## config.mk

```make
export PLATFORM = sky130hd
export DESIGN_NAME = seg7_scan
export DESIGN_NICKNAME = d
export VERILOG_FILES = /design/src/rtl/seg7_scan.sv
export SDC_FILE = /design/constraint.sdc
export NUM_CORES = 1
export LEC_CHECK = 0
export CORE_ASPECT_RATIO = 0.6
export CORE_UTILIZATION = 55
export CTS_BUF_LIST = sky130_fd_sc_hd__clkbuf_2 sky130_fd_sc_hd__clkbuf_4 sky130_fd_sc_hd__clkbuf_8
export DETAILED_ROUTE_END_ITERATION = 16
export PLACE_DENSITY = 0.81
export SYNTH_ARGS = -nofsm -noshare
export SYNTH_HDL_FRONTEND = slang
export SYNTH_SLANG_ARGS = --single-unit
```

## constraint.sdc

```tcl
create_clock -name i_clk -period 3.3 [get_ports i_clk]
set_input_delay 0.495 -clock i_clk [delete_from_list [all_inputs] [get_ports i_clk]]
set_output_delay 0.495 -clock i_clk [all_outputs]
set_load 0.03 [all_outputs]
```

## src/rtl/seg7_scan.sv

```systemverilog
// Time-multiplexed common-anode seven-segment driver: one nibble per digit, dead-time gap
// between digit slots, inputs snapshotted at the start of each frame.
module seg7_scan #(
  parameter int unsigned NUM_DIGITS  = 4,
  parameter int unsigned ON_CYCLES   = 50000,
  parameter int unsigned DEAD_CYCLES = 500
) (
  input  logic                    i_clk,
  input  logic                    i_rst,
  input  logic [4*NUM_DIGITS-1:0] i_data,
  input  logic [NUM_DIGITS-1:0]   i_dp,
  input  logic [NUM_DIGITS-1:0]   i_blank,
  output logic [NUM_DIGITS-1:0]   o_an,
  output logic [6:0]              o_seg,
  output logic                    o_dp,
  output logic                    o_frame
);

  localparam int unsigned MaxCyc = (ON_CYCLES > DEAD_CYCLES) ? ON_CYCLES : DEAD_CYCLES;
  localparam int unsigned CntW   = (MaxCyc > 1) ? $clog2(MaxCyc) : 1;
  localparam int unsigned IdxW   = $clog2(NUM_DIGITS);

  localparam logic [CntW-1:0] OnLast   = CntW'(ON_CYCLES - 1);
  localparam logic [CntW-1:0] DeadLast = CntW'(DEAD_CYCLES - 1);
  localparam logic [IdxW-1:0] IdxLast  = IdxW'(NUM_DIGITS - 1);

  typedef enum logic {StDead, StOn} state_e;

  state_e                  state_q, state_d;
  logic [CntW-1:0]         cnt_q, cnt_d;
  logic [IdxW-1:0]         idx_q, idx_d;
  logic [4*NUM_DIGITS-1:0] data_snap_q;
  logic [NUM_DIGITS-1:0]   dp_snap_q, blank_snap_q;
  logic [NUM_DIGITS-1:0]   an_q, an_d;
  logic [6:0]              seg_q, seg_d;
  logic                    dp_q, dp_d;
  logic                    frame_q, frame_d;

  logic                    frame_start;
  logic [4*NUM_DIGITS-1:0] data_src;
  logic [NUM_DIGITS-1:0]   dp_src, blank_src;
  logic [3:0]              nibble;

  // Active-high segments {g,f,e,d,c,b,a}.
  function automatic logic [6:0] decode(input logic [3:0] n);
    logic [6:0] s;
    unique case (n)
      4'h0: s = 7'h3F;
      4'h1: s = 7'h06;
      4'h2: s = 7'h5B;
      4'h3: s = 7'h4F;
      4'h4: s = 7'h66;
      4'h5: s = 7'h6D;
      4'h6: s = 7'h7D;
      4'h7: s = 7'h07;
      4'h8: s = 7'h7F;
      4'h9: s = 7'h6F;
      4'hA: s = 7'h77;
      4'hB: s = 7'h7C;
      4'hC: s = 7'h39;
      4'hD: s = 7'h5E;
      4'hE: s = 7'h79;
      default: s = 7'h71;
    endcase
    return s;
  endfunction

  always_comb begin
    state_d     = state_q;
    cnt_d       = cnt_q + CntW'(1);
    idx_d       = idx_q;
    frame_start = 1'b0;
    unique case (state_q)
      StDead: begin
        if (cnt_q == DeadLast) begin
          state_d     = StOn;
          cnt_d       = '0;
          frame_start = (idx_q == '0);
        end
      end
      StOn: begin
        if (cnt_q == OnLast) begin
          state_d = StDead;
          cnt_d   = '0;
          idx_d   = (idx_q == IdxLast) ? '0 : idx_q + IdxW'(1);
        end
      end
      default: state_d = StDead;
    endcase

    // Digit 0 is shown from the live inputs on the same edge the snapshot is taken.
    data_src  = frame_start ? i_data  : data_snap_q;
    dp_src    = frame_start ? i_dp    : dp_snap_q;
    blank_src = frame_start ? i_blank : blank_snap_q;
    nibble    = data_src[{idx_q, 2'b00} +: 4];

    an_d    = '1;
    seg_d   = 7'h7F;
    dp_d    = 1'b1;
    frame_d = frame_start;
    if (state_d == StOn) begin
      seg_d = ~decode(nibble);
      dp_d  = ~dp_src[idx_q];
      if (!blank_src[idx_q]) an_d[idx_q] = 1'b0;
    end
  end

  always_ff @(posedge i_clk) begin
    if (i_rst) begin
      state_q      <= StDead;
      cnt_q        <= '0;
      idx_q        <= '0;
      data_snap_q  <= '0;
      dp_snap_q    <= '0;
      blank_snap_q <= '0;
      an_q         <= '1;
      seg_q        <= 7'h7F;
      dp_q         <= 1'b1;
      frame_q      <= 1'b0;
    end else begin
      state_q <= state_d;
      cnt_q   <= cnt_d;
      idx_q   <= idx_d;
      if (frame_start) begin
        data_snap_q  <= i_data;
        dp_snap_q    <= i_dp;
        blank_snap_q <= i_blank;
      end
      an_q    <= an_d;
      seg_q   <= seg_d;
      dp_q    <= dp_d;
      frame_q <= frame_d;
    end
  end

  assign o_an    = an_q;
  assign o_seg   = seg_q;
  assign o_dp    = dp_q;
  assign o_frame = frame_q;

endmodule

```

After elaboration in Yosys (flattened, before gate mapping)
Memories as Yosys holds them, arrays and structs flattened.
Index checks and enable logic that the tools add are counted.
{"block": "op_classes", "bitwise_logic": 5, "order_cmp": 2, "eq_ne": 3, "shifts": 1, "n_mux": 19, "addsub": 2, "n_reduce_logical": 5}
{"cell": "$mux W16", "count": 3}
{"cell": "$pmux W16 S2", "count": 1}
{"cell": "$add A16 B1 Y16 const B", "count": 1}
{"cell": "$eq A16 B16 Y1 const B", "count": 1}
{"cell": "$eq A16 B9 Y1 const B", "count": 1}
{"cell": "$shiftx A16 B5 Y4", "count": 1}
{"cell": "$mux W4", "count": 2}
{"cell": "$mux W1", "count": 7}
{"cell": "$mux W7", "count": 1}
{"cell": "$not A7 Y7", "count": 1}
{"cell": "$bmux W1 S2", "count": 2}
{"cell": "$not A4 Y4", "count": 1}
{"cell": "$lt A2 B3 Y1 const B", "count": 1}
{"cell": "$not A1 Y1", "count": 3}
{"cell": "$reduce_or A3 Y1", "count": 1}
{"cell": "$add A2 B1 Y2 const B", "count": 1}
{"cell": "$demux W1 S2", "count": 1}
{"cell": "$eq A2 B2 Y1 const B", "count": 1}
{"cell": "$ge A2 B1 Y1 const B", "count": 1}
{"cell": "$logic_not A2 Y1", "count": 1}
{"cell": "$mux W2", "count": 1}
{"cell": "$pmux W1 S2", "count": 1}
{"cell": "$reduce_and A2 Y1", "count": 1}
{"cell": "$reduce_or A2 Y1", "count": 1}
{"cell": "$logic_and A1 B1 Y1", "count": 1}
{"block": "totals", "mem_bits_ro": 112, "memories": 1, "inputBits": 26, "reg_bits": 56, "elab_cells": 48}
{"memory": "(name not given)", "words": 16, "width": 7, "read_ports": 1, "rd_clocked_by_memory_dff": 0, "wr": 0, "line": "47", "text": "unique case (n)"}

Longest topological paths before layout
Gate-level depths: netlist of the first run.
An unclocked memory read counts as a cell.
{"block": "logic_depth", "ltp_word": 8, "ltp_mapped": 13, "ltp_nobuf": 11}

Worst setup path before layout of the first run
Ideal clock, no wire load.
{"block": "synth_path", "path_type": "reg2reg", "from": "register cnt_q[0]", "to": "register seg_q[3], in the netlist o_seg[3]", "arrival_ns": 2.670, "required_ns": 3.152, "path_buffers": 2, "period_less_slack_ns": 2.818, "path_slack_ns": 0.482, "stages_incl_launch_ff": 13, "path_cell_list": "dfxtp_1 -> ha_1 -> nor4b_2 -> nand4_2 -> nor3b_2 -> buf_6 -> buf_6 -> mux2i_1 -> mux4_2 -> ha_1 -> nor2_1 -> a211oi_1 -> o21ai_0"}
{"block": "synth_via", "elab_chain_len": 8, "elab_cells_between_ends": 14, "cone_classes": "2 x eq/ne; 1 x shift; 7 x mux; 2 x bitwise; 1 x reduce/logical; 1 x memory"}
{"element": "start, declared", "line": "30", "text": "logic [CntW-1:0] cnt_q, cnt_d;"}
{"element": "start signal, assigned", "line": "122", "text": "cnt_q <= cnt_d;"}
{"element": "$eq A16 B9 Y1", "line": "75", "text": "if (cnt_q == DeadLast) begin"}
{"element": "$mux W1", "line": "75"}
{"element": "$mux W1", "line": "73", "text": "unique case (state_q)"}
{"element": "$mux W16"}
{"element": "$shiftx A16 B5 Y4", "line": "95", "text": "nibble = data_src[{idx_q, 2'b00} +: 4];"}
{"element": "$mem_v2 Z16 W7"}
{"element": "$mux W7", "line": "101", "text": "if (state_d == StOn) begin"}
{"element": "$not A7 Y7", "line": "102", "text": "seg_d = ~decode(nibble);"}
{"element": "end signal, assigned", "line": "130", "text": "seg_q <= seg_d;"}
{"element": "end, declared", "line": "35", "text": "logic [6:0] seg_q, seg_d;"}
Parallel ways exist; a longest one is shown, timed or not. The select of a mux whose other input is x is not followed.
A chain may end at the register's enable or synchronous reset.

Worst setup path after layout of the first run
{"block": "layout_path", "from": "register cnt_q[0]", "to": "register seg_q[0], in the netlist o_seg[0]"}
Same word-level chain as after synthesis.

==> impl_metrics.toml, run 1 <==
[floorplan]
core_area_um2 = 4212
rows = 18
fp.dieW_um = 88.56
io_pins = 39
start_util_pct = 58.70
dieArea_um2 = 4776
die_h_um = 53.94

[timing]
setup_viol = 0
fmax_mhz = 325.2
worst_slack_ns = 0.2253
worst_slew_margin_rel_pct = 69.41
finalHoldViolCount = 0
whs_ns = 0.4516
period_needed_ns = 3.075
worst_pin_slew_ns = 0.4547
maxSlewViolCount = 0
timing.final.crit_share_pct = 93.17
setup_tns_ns = 0
grt_setup_unrepaired = "no"
fin_skew_ns = 0.007001

[power]
p_leak_nw = 1.166
peakVddDrop_mv = 0.2958
powerDensity_nw_per_um2 = 392.2

[synthesis]
yosys_warnings = 0
postSynthCellCount = 240
syn_area_um2 = 2472
syn-num-nets = 277
synth_edf_count = 0
yosysTopAreaCellShare_pct = 45.34
synth_flop_cell = "dfxtp_1"
avgSynthCellArea_um2 = 10.30
yosys_register_bits = 56
ys_async_sr_fraction_pct = 0
netlist-cell-type-count = 37
yosysTopAreaCell = "dfxtp_1"
synth-seq-area-share_pct = 45.34
synth_area_leaders = "dfxtp_1, mux2i_1, nor2_1"

[clock_network]
cts_resized = 0
h-tree-depth = 2
postCtsSetupBuffers = 0
hold_buffers = 0
cts-buffers-inserted = 5
clk_pin_slew_worst_paths_ns = 0.09
cts_tree = "built"
cts_buffer_depth = 2
clkSinkCount = 56
cts-root-buf = "clkbuf_8"
insertion_delay_ns = 0.31

[outcome]
status = "finished, final reports clean"

[finish]
mostFrequentLayoutCells = "dfxtp_1, nor2_1, clkdlybuf4s50_1"
area_growth_pct = 25.05
final_common_cell = "dfxtp_1"
final_cells = 345
nets = 321
diodes = 0
layout-drive-gt1-share_pct = 9.825
final_cell_area_um2 = 3092

[global_route]
grt_use_total_pct = 23.52
grt_max_degree = 28
grt_first_pass_wirelength_um = 8004
grt_pass1_vias = 1597
antenna_found_initial = 0
overflow = 0

[detailed_routing]
wl_um = 5079
wl_met3_um = 372
vias = 1823
via_per_inst = 5.284
routed-wl-met2_um = 2146
drt-met1-wl_um = 2509
drc = 0
dr.pass1.iters = 4
detail-route-antenna-nets = 0
routedWlPerCell_um = 14.72
top_layer = "met4"
drtIter0Drc = 99

[setup_path]
crit_type = "flip-flop to flip-flop"
cp-startpoint = "cnt_q[0]"
cp_max_fo = 14
reg2reg_from = "cnt_q[0]"
endpoint_kind = "flip-flop"
r2r_cells = 10
cp.required_ns = 3.55
critPathArrivalTime_ns = 3.32
cp-start-kind = "flip-flop"

[hold_path]
whs_path_depth = 1
hold_path.class = "flip-flop to flip-flop"
holdCritStartpoint = "cnt_q[0]"

[place]
place_ws_ns = 0.2455
placed_area_um2 = 2940
gp_congestion = 0.8842
port-buffer-count = 38
dpl.cell_count = 336
dpl.hpwl_um = 3728

[flow_run]
cap_violations = 0
[registers in the layout, indices dropped and copies added, names as in the netlist]
name	cells
idx_q	2
o_frame	1
state_q	1
dp_snap_q	4
data_snap_q	16
cnt_q	16
o_dp	1
o_seg	7
blank_snap_q	4
o_an	4
[worst paths after layout]
path / end / slack, ns
min: cnt_q[0] / 0.45
min reg2reg: cnt_q[0] / 0.45
max reg2reg: o_seg[0] / 0.23
max: o_seg[0] / 0.23
[report_power, final]
part           switching [mW]  leakage (nW)  internal [mW]
Combinational          0.0182         0.649         0.0321
Sequential            0.00205         0.452          0.678
Clock                   0.214        0.0645          0.268
Total                   0.234          1.17          0.978
[routing by layer]
| layer | GRT usage (%) | vias to the layer above |
|---|---|---|
| met5 | 0 | - |
| met1 | 34.26 | 848 |
| met4 | 7.258 | 0 |
| met2 | 33.97 | 66 |
| li1 | - | 902 |
| met3 | 6.288 | 7 |
[cells by family after synthesis]
kind of cell / Yosys count / synth area share (%)
xor gates and xnor gates: 14 / 4.960
AOI/OAI and AO/OA: 14 / 3.846
and+or+nand+nor: 89 / 18.07
adders and majority gates: 11 / 5.567
DFF: 56 / 45.34
buffers and inverters: 20 / 4.048
muxes: 36 / 18.17
[Yosys cell counts (4+ instances only)]
cell type   n
and3_1      5
xor2_1      8
nand3_1     6
clkbuf_1    4
nor2_1     45
xnor2_1     6
inv_1      11
ha_1       11
nand2_1    13
mux4_2      7
dfxtp_1    56
mux2i_1    28
[critical path, stage by stage, from the launching register on]
cell and delay [ns]:
dfxtp_1 0.36, ha_1 0.20, nor4b_2 0.26, nand4_2 0.20, nor3b_4 0.32, buf_12 0.21
mux4_2 0.51, mux2_2 0.39, or2_1 0.29, and3_1 0.18, o21ai_1 0.10
[layout make-up]
type | instances | area [µm²]
clock buffers | 7 | 96.34
clock inverters | 1 | 30.03
fillers | 328 | 1120
inverters | 11 | 41.29
multi-input cells | 164 | 1257
flip-flops and latches | 56 | 1121
well taps | 60 | 75.07
repair buffers | 46 | 470.5
[metrics by stage]
stage / total power, mW / utilization [%]
6_report: 1.212 / 73.41
2_1_floorplan: 0.7095 / -
4_1_cts: 1.226 / 72.82
3_3_place_gp: 0.7461 / 69.82
3_5_place_dp: 0.7462 / 69.82
5_1_grt: 1.253 / 73.41
Power figures use the tool's default switching activity.
==> inputs of run 2 (changes only) <==
==> constraint.sdc (replaced) <==
create_clock -name i_clk -period 3.3 [get_ports i_clk]
set_input_delay 0.495 -clock i_clk [delete_from_list [all_inputs] [get_ports i_clk]]
set_output_delay 0.495 -clock i_clk [all_outputs]
set_load 0.02 [all_outputs]
==> results of run 2 <==
No change in the layout: final DEF, timing and power equal those of run 1.
